[config.mk]
export PLATFORM = sky130hd
export DESIGN_NAME = vme_slave_cycle
export DESIGN_NICKNAME = d
export VERILOG_FILES = /design/src/rtl/vme_slave_cycle.sv
export SDC_FILE = /design/constraint.sdc
export NUM_CORES = 1
export LEC_CHECK = 0
export ABC_AREA = 1
export CORE_MARGIN = 3
export CORE_UTILIZATION = 30
export DETAILED_ROUTE_END_ITERATION = 10
export HOLD_SLACK_MARGIN = 0.15
export MAX_ROUTING_LAYER = met4
export PLACE_DENSITY = 0.58
export SLEW_MARGIN = 15
export SYNTH_ARGS = -nofsm -noshare
export SYNTH_HDL_FRONTEND = slang
export SYNTH_SLANG_ARGS = --single-unit
[constraint.sdc]
create_clock -name CPLDCLK -period 1.3 [get_ports CPLDCLK]
set_input_delay 0.26 -clock CPLDCLK [delete_from_list [all_inputs] [get_ports CPLDCLK]]
set_output_delay 0.26 -clock CPLDCLK [all_outputs]
set_load 0.05 [all_outputs]
[src/rtl/vme_slave_cycle.sv]
// ---------------------------------------------------------------------------
// vme_slave_cycle
//   Data-cycle engine that sits behind the VME address decoder. It runs one
//   A16 D08(O) slave transfer per data strobe: it synchronises XDS[0], XAS and
//   XWRITE, gives the local register file a one-clock read or write strobe,
//   then drives the data bus, the transceiver direction and DTACK. DTACK is
//   driven high for a few clocks before its driver is released.
//
// Ports
//   CPLDCLK     system clock, rising edge
//   CRST        synchronous active-high reset
//   ADDR_MATCH  decoder hit, level, valid while XAS is low
//   XAS, XDS    VME address / data strobes, active low, asynchronous
//   XWRITE      VME write, active low
//   XA, XD_IN   register sub-address and VME data in
//   XD_OUT      read data to the bus; XD_OE enables it
//   DDIR        transceiver direction, 1 = board->VME
//   XDTACK      DTACK level, active low; XDTACKOE enables its driver (active low)
//   REG_*       local register-file interface (address, write data,
//               one-clock strobes, read data valid the cycle after REG_RE)
//   BUS_STUCK   one-clock pulse when DS is not released within TIMEOUT cycles
// ---------------------------------------------------------------------------
module vme_slave_cycle #(
   parameter int ADDR_W      = 3,
   parameter int SYNC_STAGES = 2,
   parameter int DTACK_DELAY = 2,
   parameter int RELEASE_CYC = 2,
   parameter int TIMEOUT     = 255
) (
   input  logic              CPLDCLK,
   input  logic              CRST,
   input  logic              ADDR_MATCH,
   input  logic              XAS,
   input  logic [1:0]        XDS,
   input  logic              XWRITE,
   input  logic [ADDR_W-1:0] XA,
   input  logic [7:0]        XD_IN,
   output logic [7:0]        XD_OUT,
   output logic              XD_OE,
   output logic              DDIR,
   output logic              XDTACK,
   output logic              XDTACKOE,
   output logic [ADDR_W-1:0] REG_ADDR,
   output logic [7:0]        REG_WDATA,
   output logic              REG_WE,
   output logic              REG_RE,
   input  logic [7:0]        REG_RDATA,
   output logic              BUS_STUCK
);

   localparam int WCNT_W = (DTACK_DELAY > 1) ? $clog2(DTACK_DELAY) : 1;
   localparam int RCNT_W = (RELEASE_CYC > 1) ? $clog2(RELEASE_CYC) : 1;

   typedef enum logic [2:0] {
      ST_IDLE, ST_ACCESS, ST_WAIT, ST_ACK, ST_RELEASE, ST_ABORT
   } state_t;

   state_t                 state_q, state_d;
   logic [SYNC_STAGES-1:0] ds_sync_q, ds_sync_d;
   logic [SYNC_STAGES-1:0] as_sync_q, as_sync_d;
   logic [SYNC_STAGES-1:0] wr_sync_q, wr_sync_d;
   logic [WCNT_W-1:0]      wait_cnt_q, wait_cnt_d;
   logic [RCNT_W-1:0]      rel_cnt_q, rel_cnt_d;
   logic [7:0]             tmo_cnt_q, tmo_cnt_d;
   logic                   armed_q, armed_d;
   logic                   wr_q, wr_d;
   logic [ADDR_W-1:0]      reg_addr_q, reg_addr_d;
   logic [7:0]             reg_wdata_q, reg_wdata_d;
   logic [7:0]             xd_out_q, xd_out_d;
   logic                   xd_oe_q, xd_oe_d;
   logic                   ddir_q, ddir_d;
   logic                   xdtack_q, xdtack_d;
   logic                   xdtackoe_q, xdtackoe_d;
   logic                   reg_we_q, reg_we_d;
   logic                   reg_re_q, reg_re_d;
   logic                   bus_stuck_q, bus_stuck_d;

   logic ds_n, as_n, wr_n;
   logic unused_xds1;

   assign ds_n        = ds_sync_q[SYNC_STAGES-1];
   assign as_n        = as_sync_q[SYNC_STAGES-1];
   assign wr_n        = wr_sync_q[SYNC_STAGES-1];
   assign unused_xds1 = XDS[1];

   // The DTACK/data-bus drivers are decoded from the current state, so they
   // trail the state register by one clock; the register strobes and the
   // BUS_STUCK pulse are decoded from the transition itself.
   always_comb begin
      // NOTE: every variable gets a default before the case; a path that
      // leaves one unassigned would infer a latch.
      state_d     = state_q;
      ds_sync_d   = {ds_sync_q[SYNC_STAGES-2:0], XDS[0]};
      as_sync_d   = {as_sync_q[SYNC_STAGES-2:0], XAS};
      wr_sync_d   = {wr_sync_q[SYNC_STAGES-2:0], XWRITE};
      wait_cnt_d  = wait_cnt_q;
      rel_cnt_d   = rel_cnt_q;
      tmo_cnt_d   = tmo_cnt_q;
      // Re-arm on any clock that sees DS high, so one DS serves one access.
      armed_d     = armed_q | ds_n;
      wr_d        = wr_q;
      reg_addr_d  = reg_addr_q;
      reg_wdata_d = reg_wdata_q;
      xd_out_d    = xd_out_q;
      xd_oe_d     = xd_oe_q;
      ddir_d      = ddir_q;
      xdtack_d    = 1'b1;
      xdtackoe_d  = 1'b1;
      reg_we_d    = 1'b0;
      reg_re_d    = 1'b0;
      bus_stuck_d = 1'b0;

      case (state_q)
         ST_IDLE: begin
            if (armed_q && ADDR_MATCH && !as_n && !ds_n) begin
               state_d     = ST_ACCESS;
               armed_d     = 1'b0;
               reg_addr_d  = XA;
               reg_wdata_d = XD_IN;
               wr_d        = !wr_n;
               reg_we_d    = !wr_n;
               reg_re_d    = wr_n;
            end
         end
         ST_ACCESS: begin
            state_d    = ST_WAIT;
            wait_cnt_d = '0;
         end
         ST_WAIT: begin
            if (as_n || ds_n) begin
               state_d = ST_ABORT;
            end else begin
               // REG_RDATA is valid now, one cycle after REG_RE.
               if (wait_cnt_q == '0 && !wr_q) begin
                  xd_out_d = REG_RDATA;
                  xd_oe_d  = 1'b1;
                  ddir_d   = 1'b1;
               end
               if (wait_cnt_q == WCNT_W'(DTACK_DELAY - 1)) begin
                  state_d   = ST_ACK;
                  tmo_cnt_d = '0;
               end else begin
                  wait_cnt_d = wait_cnt_q + WCNT_W'(1);
               end
            end
         end
         ST_ACK: begin
            xdtack_d   = 1'b0;
            xdtackoe_d = 1'b0;
            if (ds_n) begin
               state_d   = ST_RELEASE;
               rel_cnt_d = '0;
            end else if (tmo_cnt_q == 8'(TIMEOUT - 1)) begin
               state_d     = ST_RELEASE;
               rel_cnt_d   = '0;
               bus_stuck_d = 1'b1;
            end else begin
               tmo_cnt_d = tmo_cnt_q + 8'd1;
            end
         end
         ST_RELEASE: begin
            // Drive DTACK high before tristating it so the line rises cleanly.
            xd_oe_d    = 1'b0;
            ddir_d     = 1'b0;
            xdtackoe_d = 1'b0;
            if (rel_cnt_q == RCNT_W'(RELEASE_CYC - 1)) begin
               state_d = ST_IDLE;
            end else begin
               rel_cnt_d = rel_cnt_q + RCNT_W'(1);
            end
         end
         ST_ABORT: begin
            xd_oe_d = 1'b0;
            ddir_d  = 1'b0;
            state_d = ST_IDLE;
         end
         default: state_d = ST_IDLE;
      endcase
   end

   // NOTE: sequential state uses non-blocking assignments only, so every flop
   // samples the pre-edge value of every other flop.
   always_ff @(posedge CPLDCLK) begin
      if (CRST) begin
         state_q     <= ST_IDLE;
         ds_sync_q   <= '1;
         as_sync_q   <= '1;
         wr_sync_q   <= '1;
         wait_cnt_q  <= '0;
         rel_cnt_q   <= '0;
         tmo_cnt_q   <= '0;
         armed_q     <= 1'b0;
         wr_q        <= 1'b0;
         reg_addr_q  <= '0;
         reg_wdata_q <= '0;
         xd_out_q    <= '0;
         xd_oe_q     <= 1'b0;
         ddir_q      <= 1'b0;
         xdtack_q    <= 1'b1;
         xdtackoe_q  <= 1'b1;
         reg_we_q    <= 1'b0;
         reg_re_q    <= 1'b0;
         bus_stuck_q <= 1'b0;
      end else begin
         state_q     <= state_d;
         ds_sync_q   <= ds_sync_d;
         as_sync_q   <= as_sync_d;
         wr_sync_q   <= wr_sync_d;
         wait_cnt_q  <= wait_cnt_d;
         rel_cnt_q   <= rel_cnt_d;
         tmo_cnt_q   <= tmo_cnt_d;
         armed_q     <= armed_d;
         wr_q        <= wr_d;
         reg_addr_q  <= reg_addr_d;
         reg_wdata_q <= reg_wdata_d;
         xd_out_q    <= xd_out_d;
         xd_oe_q     <= xd_oe_d;
         ddir_q      <= ddir_d;
         xdtack_q    <= xdtack_d;
         xdtackoe_q  <= xdtackoe_d;
         reg_we_q    <= reg_we_d;
         reg_re_q    <= reg_re_d;
         bus_stuck_q <= bus_stuck_d;
      end
   end

   assign XD_OUT    = xd_out_q;
   assign XD_OE     = xd_oe_q;
   assign DDIR      = ddir_q;
   assign XDTACK    = xdtack_q;
   assign XDTACKOE  = xdtackoe_q;
   assign REG_ADDR  = reg_addr_q;
   assign REG_WDATA = reg_wdata_q;
   assign REG_WE    = reg_we_q;
   assign REG_RE    = reg_re_q;
   assign BUS_STUCK = bus_stuck_q;

endmodule

==> results.ini <==
[synth]
synth_edf_count = 0
synth_commonest_cells = dfxtp_1, inv_1, nor2_1, nand2_1, o21ai_0
synth-main-ff-cell = dfxtp_1
yosysMostFrequentCell = dfxtp_1
synthesis.instances = 249
syn_nets = 277
synthDistinctLibCells = 27
async_flop_share_pct = 0
ys_warn_count = 0
ys_seq_area_share_pct = 48.4
synth.cell_area_um2 = 1900
synth-seq-cells = 46
netlist.area_leader.share_pct = 48.4
synth.area.top_cells = dfxtp_1, inv_1, nor2_1
syn_avg_cell_area_um2 = 7.64
yosysTopAreaCell = dfxtp_1

[timing]
hold-worst-slack_ns = 0.415
rsz0062_at_grt = true
tightest_slew_ns = 0.274
fin_tns_setup_ns = 0
fin_ws_ns = 0.00453
hold_viol = 0
slew-limit-headroom_pct = 81.7
slew_viol_final = 0
period_needed_ns = 1.30
finClkSkew_ns = 0.00609
fin_crit_sh_pct = 99.7
max_freq_ghz = 0.772
setup_viol = 0

[power_and_ir_drop]
p_leak_nw = 1.40
p_total_mw = 2.47
power.density_nw_per_um2 = 749
vdd_drop_max_v = 0.000478

[final_layout]
post-route-util_pct = 54.7
multi_input_area_um2 = 908
layout.nets = 365
drive_above_1_share_pct = 38.8
syn2layout_area_growth_pct = 73.2
regArea_um2 = 931
diodes = 0
instances_no_fill = 413
n_fill_cell = 570
design_area_um2 = 3300

[global_route]
grt_pass1_wl_mm = 7.60
grt_use_total_pct = 13.1
antenna_found_initial = 0
gr-total-overflow = 0
grt_pass1_vias = 1690
grt_max_degree = 14

[floorplanning]
start_util_pct = 31.6
die_y_um = 85.6
die_w_um = 85.6
coreArea_um2 = 6030
io_pins = 52
core.rowCount = 28
die-area_um2 = 7340

[worst_setup_path]
worst-r2r-cell-count = 8
crit_required_ns = 1.53
reg2reg_slack_ns = 0.005
cp_data_arrival_time_ns = 1.53
critPathKind = reg -> reg
start_kind = register
worstPathMaxFanout = 7
end_kind = register

[outcome]
status = complete, no violations

[routing]
drt_iter0_markers = 53
wl_mm = 4.54
vias_per_cell = 4.40
antenna_left = 0
dr.pass1.iters = 5
drc = 0
vias = 1816
routedWlPerCell_um = 11.0

[placed_design]
portBuffers = 50
placed_area_um2 = 2990
gp_congestion = 0.818
dpl_worst_slack_ns = -0.232
dp.cells = 398
dp_hpwl_mm = 3.36

[min_path]
hold_class = reg -> reg
worstHoldPathCells = 1

[clocking]
worstSkewPairLatency_ns = 0.29
hold_buffers = 0
clk_path_buf_depth = 2
cts_buffers = 5
cts.sinks = 46
cts_tree = yes
clk_pin_slew_ns = 0.08
h-tree-depth = 2
clk_root_buffer_cell = clkbuf_8

[flow_run]
cap_violations = 0

[final cells by class]
cell class | count | area share (%)
timing repair buffer | 86 | 33.1
clock inverter | 1 | 0.152
clock buffer | 7 | 2.62
multi-input combinational | 152 | 27.6
sequential | 46 | 28.2
tap | 75 | 2.85
inverter | 46 | 5.47
[final timing paths]
check                               endpoint         start
worst max-delay path               XD_OUT[0]    state_q[0]
worst min-delay path            ds_sync_q[1]  ds_sync_q[0]
worst max register to register     XD_OUT[0]    state_q[0]
worst min register to register  ds_sync_q[1]  ds_sync_q[0]
[sequential cells by signal, summed over array words and instances (netlist names), 2 cells and up]
| signal | flops |
|---|---|
| tmo_cnt_q | 8 |
| REG_WDATA | 8 |
| XD_OUT | 8 |
| REG_ADDR | 3 |
| ds_sync_q | 2 |
| wr_sync_q | 2 |
| state_q | 3 |
| as_sync_q | 2 |
[cell usage in the layout, fill, tap and decap left out, types with 4 or more instances in the layout]
| cell | n |
|---|---|
| a21oi_1 | 6 |
| nand2_2 | 4 |
| buf_4 | 27 |
| dfxtp_2 | 5 |
| inv_1 | 38 |
| o21ai_2 | 5 |
| o21ai_0 | 5 |
| nor2_4 | 7 |
| buf_6 | 6 |
| or2_2 | 6 |
| buf_12 | 29 |
| nand2_4 | 4 |
| o22ai_1 | 12 |
| nor2_2 | 12 |
| nor2_1 | 27 |
| clkbuf_8 | 6 |
| inv_2 | 6 |
| clkdlybuf4s50_1 | 24 |
| nand2_1 | 34 |
| dfxtp_1 | 40 |
| nand3_2 | 4 |
| o21ai_1 | 4 |
| nand3_1 | 9 |
[cells by family after synthesis]
kind of cell,synth area share (%)
AND/OR/NAND/NOR,28.5
buffers and inverters,10.5
flip-flops,48.4
AO/OA/AOI/OAI,10.8
adder cells (fa/ha/maj),1.31
XOR/XNOR,0.460
[where the power goes]
group | total, mW | switching (mW) | internal (mW)
Sequential | 1.42 | 0.00708 | 1.42
Clock | 0.891 | 0.461 | 0.430
Combinational | 0.155 | 0.0562 | 0.0984
[critical path: stages (launching register included)]
cell	delay (ns)
dfxtp_4	0.37
nor2_4	0.12
nand2_2	0.08
nor2_4	0.14
nand2_4	0.09
nor2_8	0.17
buf_6	0.14
o21ai_2	0.04
nor2_1	0.09
[layer usage]
layer | wire (um) | part of all wire, % | GRT usage, % | vias up
met5 | 0 | 0 | - | -
met4 | 36 | 0.79 | 3.02 | 0
met2 | 2240 | 49 | 20.3 | 37
li1 | - | - | - | 952
met1 | 2060 | 45 | 16.9 | 823
met3 | 202 | 4.4 | 3.75 | 4
[timing repair]
item / 4_1_cts / 5_1_grt
resized for setup: 9 / 57
pin swaps: 4 / 14
setup buffers: 2 / 5
endpoints found under the setup margin: 18 / 33
Note: power is estimated with default switching activity, not from simulation.
